--- config.mk ---
export PLATFORM = sky130hd
export DESIGN_NAME = plusarg_config_loader
export DESIGN_NICKNAME = d
export VERILOG_FILES = /design/src/rtl/plusarg_config_loader.sv
export SDC_FILE = /design/constraint.sdc
export NUM_CORES = 1
export LEC_CHECK = 0
export BUFFER_PORTS_ARGS = -buffer_cell sky130_fd_sc_hd__buf_2
export CAP_MARGIN = 5
export CORE_MARGIN = 4
export CORE_UTILIZATION = 54
export DETAILED_ROUTE_END_ITERATION = 10
export PLACE_DENSITY_LB_ADDON = 0.1
export SKIP_LAST_GASP = 1
export SLEW_MARGIN = 25
export SYNTH_ARGS = -nofsm -noshare
export SYNTH_HDL_FRONTEND = slang
export SYNTH_SLANG_ARGS = --single-unit
--- constraint.sdc ---
create_clock -name clock -period 4 [get_ports clock]
set_input_delay 0.8 -clock clock [delete_from_list [all_inputs] [get_ports clock]]
set_output_delay 0.8 -clock clock [all_outputs]
set_load 0.03 [all_outputs]
--- src/rtl/plusarg_config_loader.sv ---
// plusarg_config_loader
//   Replays N 32-bit plusarg words as an ordered stream of configuration
//   register writes. After reset (or a start pulse while done) it idles for
//   SETTLE cycles, then issues one valid/ready write per entry at
//   BASE_ADDR + i*STRIDE (AW bits, silent wrap), then reports done.
//
//   Optional feature macro: PLUSARG_LOADER_SKIP_DEFAULT_EN
//     When defined, an entry whose value equals its DEFAULTS word is not
//     written. It costs one cycle with wr_valid=0 and does not count.
//
// Ports
//   clock, reset_n : block clock, asynchronous active-low reset
//   values         : N packed 32-bit plusarg words, entry i = [32*i+31:32*i]
//   start          : re-run request, only acted on while done
//   wr_valid/ready : write handshake, wr_addr/wr_data held during stalls
//   busy, done     : run status (busy in settle/issue, done when finished)
//   wr_count       : writes accepted in the current run
module plusarg_config_loader #(
  parameter int              N         = 4,
  parameter int              AW        = 12,
  parameter logic [AW-1:0]   BASE_ADDR = '0,
  parameter int              STRIDE    = 4,
  parameter int              SETTLE    = 2,
  parameter logic [32*N-1:0] DEFAULTS  = '0
) (
  input  logic            clock,
  input  logic            reset_n,
  input  logic [32*N-1:0] values,
  input  logic            start,
  output logic            wr_valid,
  input  logic            wr_ready,
  output logic [AW-1:0]   wr_addr,
  output logic [31:0]     wr_data,
  output logic            busy,
  output logic            done,
  output logic [6:0]      wr_count
);

  typedef enum logic [1:0] {S_SETTLE, S_ISSUE, S_DONE} state_t;

  localparam logic [7:0]    SETTLE_C = 8'(SETTLE);
  localparam logic [6:0]    N_C      = 7'(N);
  localparam logic [AW-1:0] STRIDE_C = AW'(STRIDE);

  state_t          state_q, state_d;
  logic [7:0]      cnt_q, cnt_d;
  logic [6:0]      idx_q, idx_d;
  logic            wr_valid_q, wr_valid_d;
  logic [AW-1:0]   wr_addr_q, wr_addr_d;
  logic [31:0]     wr_data_q, wr_data_d;
  logic            busy_q, busy_d;
  logic            done_q, done_d;
  logic [6:0]      wr_count_q, wr_count_d;

  // Entry presentation request: index and address of the entry to load.
  logic            load_en;
  logic [6:0]      load_idx;
  logic [AW-1:0]   load_addr;
  logic [31:0]     entry;
  logic            skip_hit;

`ifndef PLUSARG_LOADER_SKIP_DEFAULT_EN
  // Defaults only matter when skipping is compiled in.
  logic unused_defaults;
  assign unused_defaults = ^DEFAULTS;
`endif

  always_comb begin
    state_d    = state_q;
    cnt_d      = cnt_q;
    idx_d      = idx_q;
    wr_valid_d = wr_valid_q;
    wr_addr_d  = wr_addr_q;
    wr_data_d  = wr_data_q;
    busy_d     = busy_q;
    done_d     = done_q;
    wr_count_d = wr_count_q;
    load_en    = 1'b0;
    load_idx   = idx_q;
    load_addr  = wr_addr_q;
    entry      = '0;
    skip_hit   = 1'b0;

    unique case (state_q)
      S_SETTLE: begin
        if (cnt_q == SETTLE_C) begin
          load_en   = 1'b1;
          load_idx  = '0;
          load_addr = BASE_ADDR;
        end else begin
          cnt_d = cnt_q + 8'd1;
        end
      end
      S_ISSUE: begin
        // A handshake or a skip cycle both move on to the next entry;
        // a stalled write holds everything.
        if (wr_valid_q && wr_ready) begin
          wr_count_d = wr_count_q + 7'd1;
          load_en    = 1'b1;
          load_idx   = idx_q + 7'd1;
          load_addr  = wr_addr_q + STRIDE_C;
        end else if (!wr_valid_q) begin
          load_en    = 1'b1;
          load_idx   = idx_q + 7'd1;
          load_addr  = wr_addr_q + STRIDE_C;
        end
      end
      S_DONE: begin
        if (start) begin
          state_d    = S_SETTLE;
          cnt_d      = '0;
          idx_d      = '0;
          wr_count_d = '0;
          busy_d     = 1'b1;
          done_d     = 1'b0;
        end
      end
      default: state_d = S_SETTLE;
    endcase

    // Constant-index mux keeps out-of-range selects out of the netlist.
    for (int k = 0; k < N; k++) begin
      if (load_idx == 7'(k)) begin
        entry = values[32*k +: 32];
`ifdef PLUSARG_LOADER_SKIP_DEFAULT_EN
        skip_hit = (values[32*k +: 32] == DEFAULTS[32*k +: 32]);
`endif
      end
    end

    if (load_en) begin
      if (load_idx == N_C) begin
        state_d    = S_DONE;
        wr_valid_d = 1'b0;
        busy_d     = 1'b0;
        done_d     = 1'b1;
      end else begin
        state_d    = S_ISSUE;
        idx_d      = load_idx;
        wr_addr_d  = load_addr;
        wr_data_d  = entry;
        wr_valid_d = !skip_hit;
      end
    end
  end

  always_ff @(posedge clock or negedge reset_n) begin
    if (!reset_n) begin
      state_q    <= S_SETTLE;
      cnt_q      <= '0;
      idx_q      <= '0;
      wr_valid_q <= 1'b0;
      wr_addr_q  <= '0;
      wr_data_q  <= '0;
      busy_q     <= 1'b1;
      done_q     <= 1'b0;
      wr_count_q <= '0;
    end else begin
      state_q    <= state_d;
      cnt_q      <= cnt_d;
      idx_q      <= idx_d;
      wr_valid_q <= wr_valid_d;
      wr_addr_q  <= wr_addr_d;
      wr_data_q  <= wr_data_d;
      busy_q     <= busy_d;
      done_q     <= done_d;
      wr_count_q <= wr_count_d;
    end
  end

  assign wr_valid = wr_valid_q;
  assign wr_addr  = wr_addr_q;
  assign wr_data  = wr_data_q;
  assign busy     = busy_q;
  assign done     = done_q;
  assign wr_count = wr_count_q;

endmodule

==> results.ini <==
[final_layout]
n_fill_cell=754
drive_above_1_share=0.307
utilization=0.693
fin_area_um2=6130
seq_area_um2=1730
nets=865
syn_to_final_growth_pct=22.6
multiInputGateArea_um2=2990
antenna_cells=0

[clock_network]
ctsHoldBuffers=0
clkTransAtPathRegs_ns=0.08
clock-root-buffer=clkbuf_8
cts_buffer_depth=2
postCtsResizedCells=0
post_cts_buffers=0
cts_htree_levels=3
numCtsBuffers=9
clock_sinks=69
insertion_delay_ns=0.35
cts_tree=yes

[global_routing]
grt_pass1_vias=5137
grt_start_max_net_pins=69
grt_remaining_overflow=0
antenna_found_initial=0
grt_pass1_wl_um=25800
grt_usage=0.287

[synthesis]
yosysWarnings=0
synth_flop_cell=dfrtp_1
synth-compound-area-share=0.321
synthSimpleGateAreaFrac=0.156
synth_cells=576
synth-xor-area-share=0.0193
postSynth.asyncResetShare=1.00
seq_area_frac_synth=0.346
syn_area_um2=5000
synth_edf_count=0
yosys.area_share.adder=0.0125
netlist-cell-type-count=57
synth_top_family_by_area=compound AO/OA/AOI/OAI gates
muxShareOfSynthArea=0.0801
synth_seq_cells=69
syn_area_per_cell_um2=8.68

[timing]
maxSlewViolCount=0
fin_skew_ns=0.00566
max_clock_freq_mhz=314
rsz0062_at_grt=false
setup-violations-final=0
min_period_ns=3.18
post-route-period-util=0.795
holdWs_ns=0.448
hold_violations=0
setup_tns_ns=0
tightest_slew_ns=0.883
max_slew_margin=0.410

[setup_path]
start_kind=flip-flop
critPathCaptureType=flip-flop
arrival_ns=3.42
cp.required_ns=4.24
cp_max_fo=41
critPathKind=reg -> reg

[power_and_ir_drop]
p_leak_nw=3.25
pwr-share-clk=0.379
p_total_mw=1.35
p_int_mw=1.01
comb_power_share=0.106
switchingPower_mw=0.345
sequentialPowerShare=0.515
powerDensity_nw_per_um2=221
vdd_drop_max_mv=0.127
p_sw_frac=0.255

[run]
drv_cap=0

[floorplan]
core-area_um2=8850
rows=34
die-area_um2=10900
die_w_um=104
dieHeight_um=104
initial_core_util=0.565
ioPinCount=186

[route]
routed_via_density=6.30
final_antenna_net_count=0
vias=5301
routed_wirelength_um=15500
drtIter0Drc=292
first_pass_iters=4
wl_per_cell_um=18.5
drc=0

[placed_design]
dp_hpwl_um=11300
place_area_um2=5960
routabilityCongestion=0.941
portBuffers=183

[worst_hold_path]
holdCritPathClass=in -> async

[run_status]
status=complete, no violations

==> per-layer routing <==
| metal | part of all wire | wire [um] | track usage |
|---|---|---|---|
| met1 | 0.42 | 6480 | 0.384 |
| met2 | 0.48 | 7410 | 0.464 |
| met3 | 0.078 | 1210 | 0.0515 |
| met4 | 0.027 | 421 | 0.106 |
| met5 | 0 | 0 | 0 |
==> path summary, 6_finish.rpt <==
| check | from | endpoint | slack, ns | cells after the start |
|---|---|---|---|---|
| setup reg to reg | state_q[0] | wr_data[10] | 0.82 | 8 |
| hold / removal | reset_n | wr_addr[5] | 0.45 | 1 |
| hold reg to reg | wr_addr[7] | wr_addr[7] | 0.50 | 1 |
| max in group asynchronous | reset_n | busy | 2.75 | 2 |
| min in group clock | wr_addr[7] | wr_addr[7] | 0.50 | 1 |
| setup / recovery | state_q[0] | wr_data[10] | 0.82 | 8 |
==> worst max-delay path: stages, from the launching register on <==
cell and delay (ns):
dfrtp_1 0.55, and2b_1 0.18, buf_4 0.36, nand2_1 0.24
a221o_1 0.45, nor4_4 0.66, buf_4 0.36, o21ai_0 0.14
o31ai_1 0.11
==> flip-flops by register name (all words and copies together) (netlist names) <==
name and count:
state_q 2, idx_q 7, wr_addr 10, cnt_q 8
done 1, wr_valid 1, wr_data 32, busy 1
wr_count 7
==> placed cells by master (no fill, tap or decap), drive strengths merged, types with 3 or more instances in the layout <==
| cell type | count |
|---|---|
| a31oi | 3 |
| o22a | 32 |
| xor2 | 7 |
| nor2 | 17 |
| nand3 | 23 |
| nand4 | 3 |
| a21o | 4 |
| o2111ai | 3 |
| o211ai | 8 |
| o31ai | 32 |
| nor4 | 4 |
| nand2 | 23 |
| clkbuf | 10 |
| buf | 199 |
| xnor2 | 4 |
| a21oi | 37 |
| mux2i | 40 |
| nand2b | 6 |
| o21ai | 78 |
| ha | 5 |
| a211oi | 32 |
| dfrtp | 68 |
| inv | 10 |
| and3 | 41 |
| clkinv | 4 |
| nor3 | 6 |
==> cell usage after synthesis, types with 4 or more instances <==
cell type | n | area share
xor2_1 | 7 | 0.012
dfrtp_1 | 68 | 0.34
mux2i_1 | 40 | 0.080
buf_2 | 6 | 0.0060
nor3_1 | 5 | 0.0050
nand2b_1 | 6 | 0.0075
inv_1 | 10 | 0.0075
ha_1 | 5 | 0.013
a211oi_1 | 32 | 0.048
a21oi_1 | 37 | 0.037
nand3_1 | 23 | 0.023
clkbuf_1 | 38 | 0.029
buf_4 | 12 | 0.018
nor2_1 | 17 | 0.013
o31ai_1 | 32 | 0.048
o211ai_1 | 8 | 0.012
and3_1 | 41 | 0.051
xnor2_1 | 4 | 0.0070
o21ai_0 | 77 | 0.077
nand2_1 | 23 | 0.017
o22a_1 | 32 | 0.056
a21o_1 | 4 | 0.0060
==> kinds of logic after synthesis <==
| group | after synthesis |
|---|---|
| buffers and inverters | 69 |
| AO/OA/AOI/OAI | 244 |
| other | 1 |
| adder cells (fa/ha/maj) | 5 |
| AND/OR/NAND/NOR | 137 |
| XOR/XNOR | 11 |
| flip-flops | 69 |
| multiplexers | 40 |
==> per-stage QoR <==
stage	cells	setup WS [ns]
finish	841	0.820
global route	841	0.592
CTS	841	0.840
detailed placement	825	0.608
global placement	825	0.647
floorplan	577	1.40
==> cell type report <==
class | instances | share of cell area
Clock buffer | 10 | 0.0224
Clock inverter | 6 | 0.00632
Inverter | 10 | 0.00612
Multi-Input combinational cell | 439 | 0.488
Sequential cell | 69 | 0.282
Tap cell | 108 | 0.0220
Timing Repair Buffer | 199 | 0.173
==> power groups by stage <==
stage	sequential (mW)	clock, mW	combinational (mW)
floorplan	0.711	0	0.0465
global route	0.697	0.551	0.161
global placement	0.711	0	0.141
CTS	0.697	0.521	0.144
finish	0.697	0.513	0.144
detailed placement	0.711	0	0.143
Note: power is estimated with default switching activity, not from simulation.
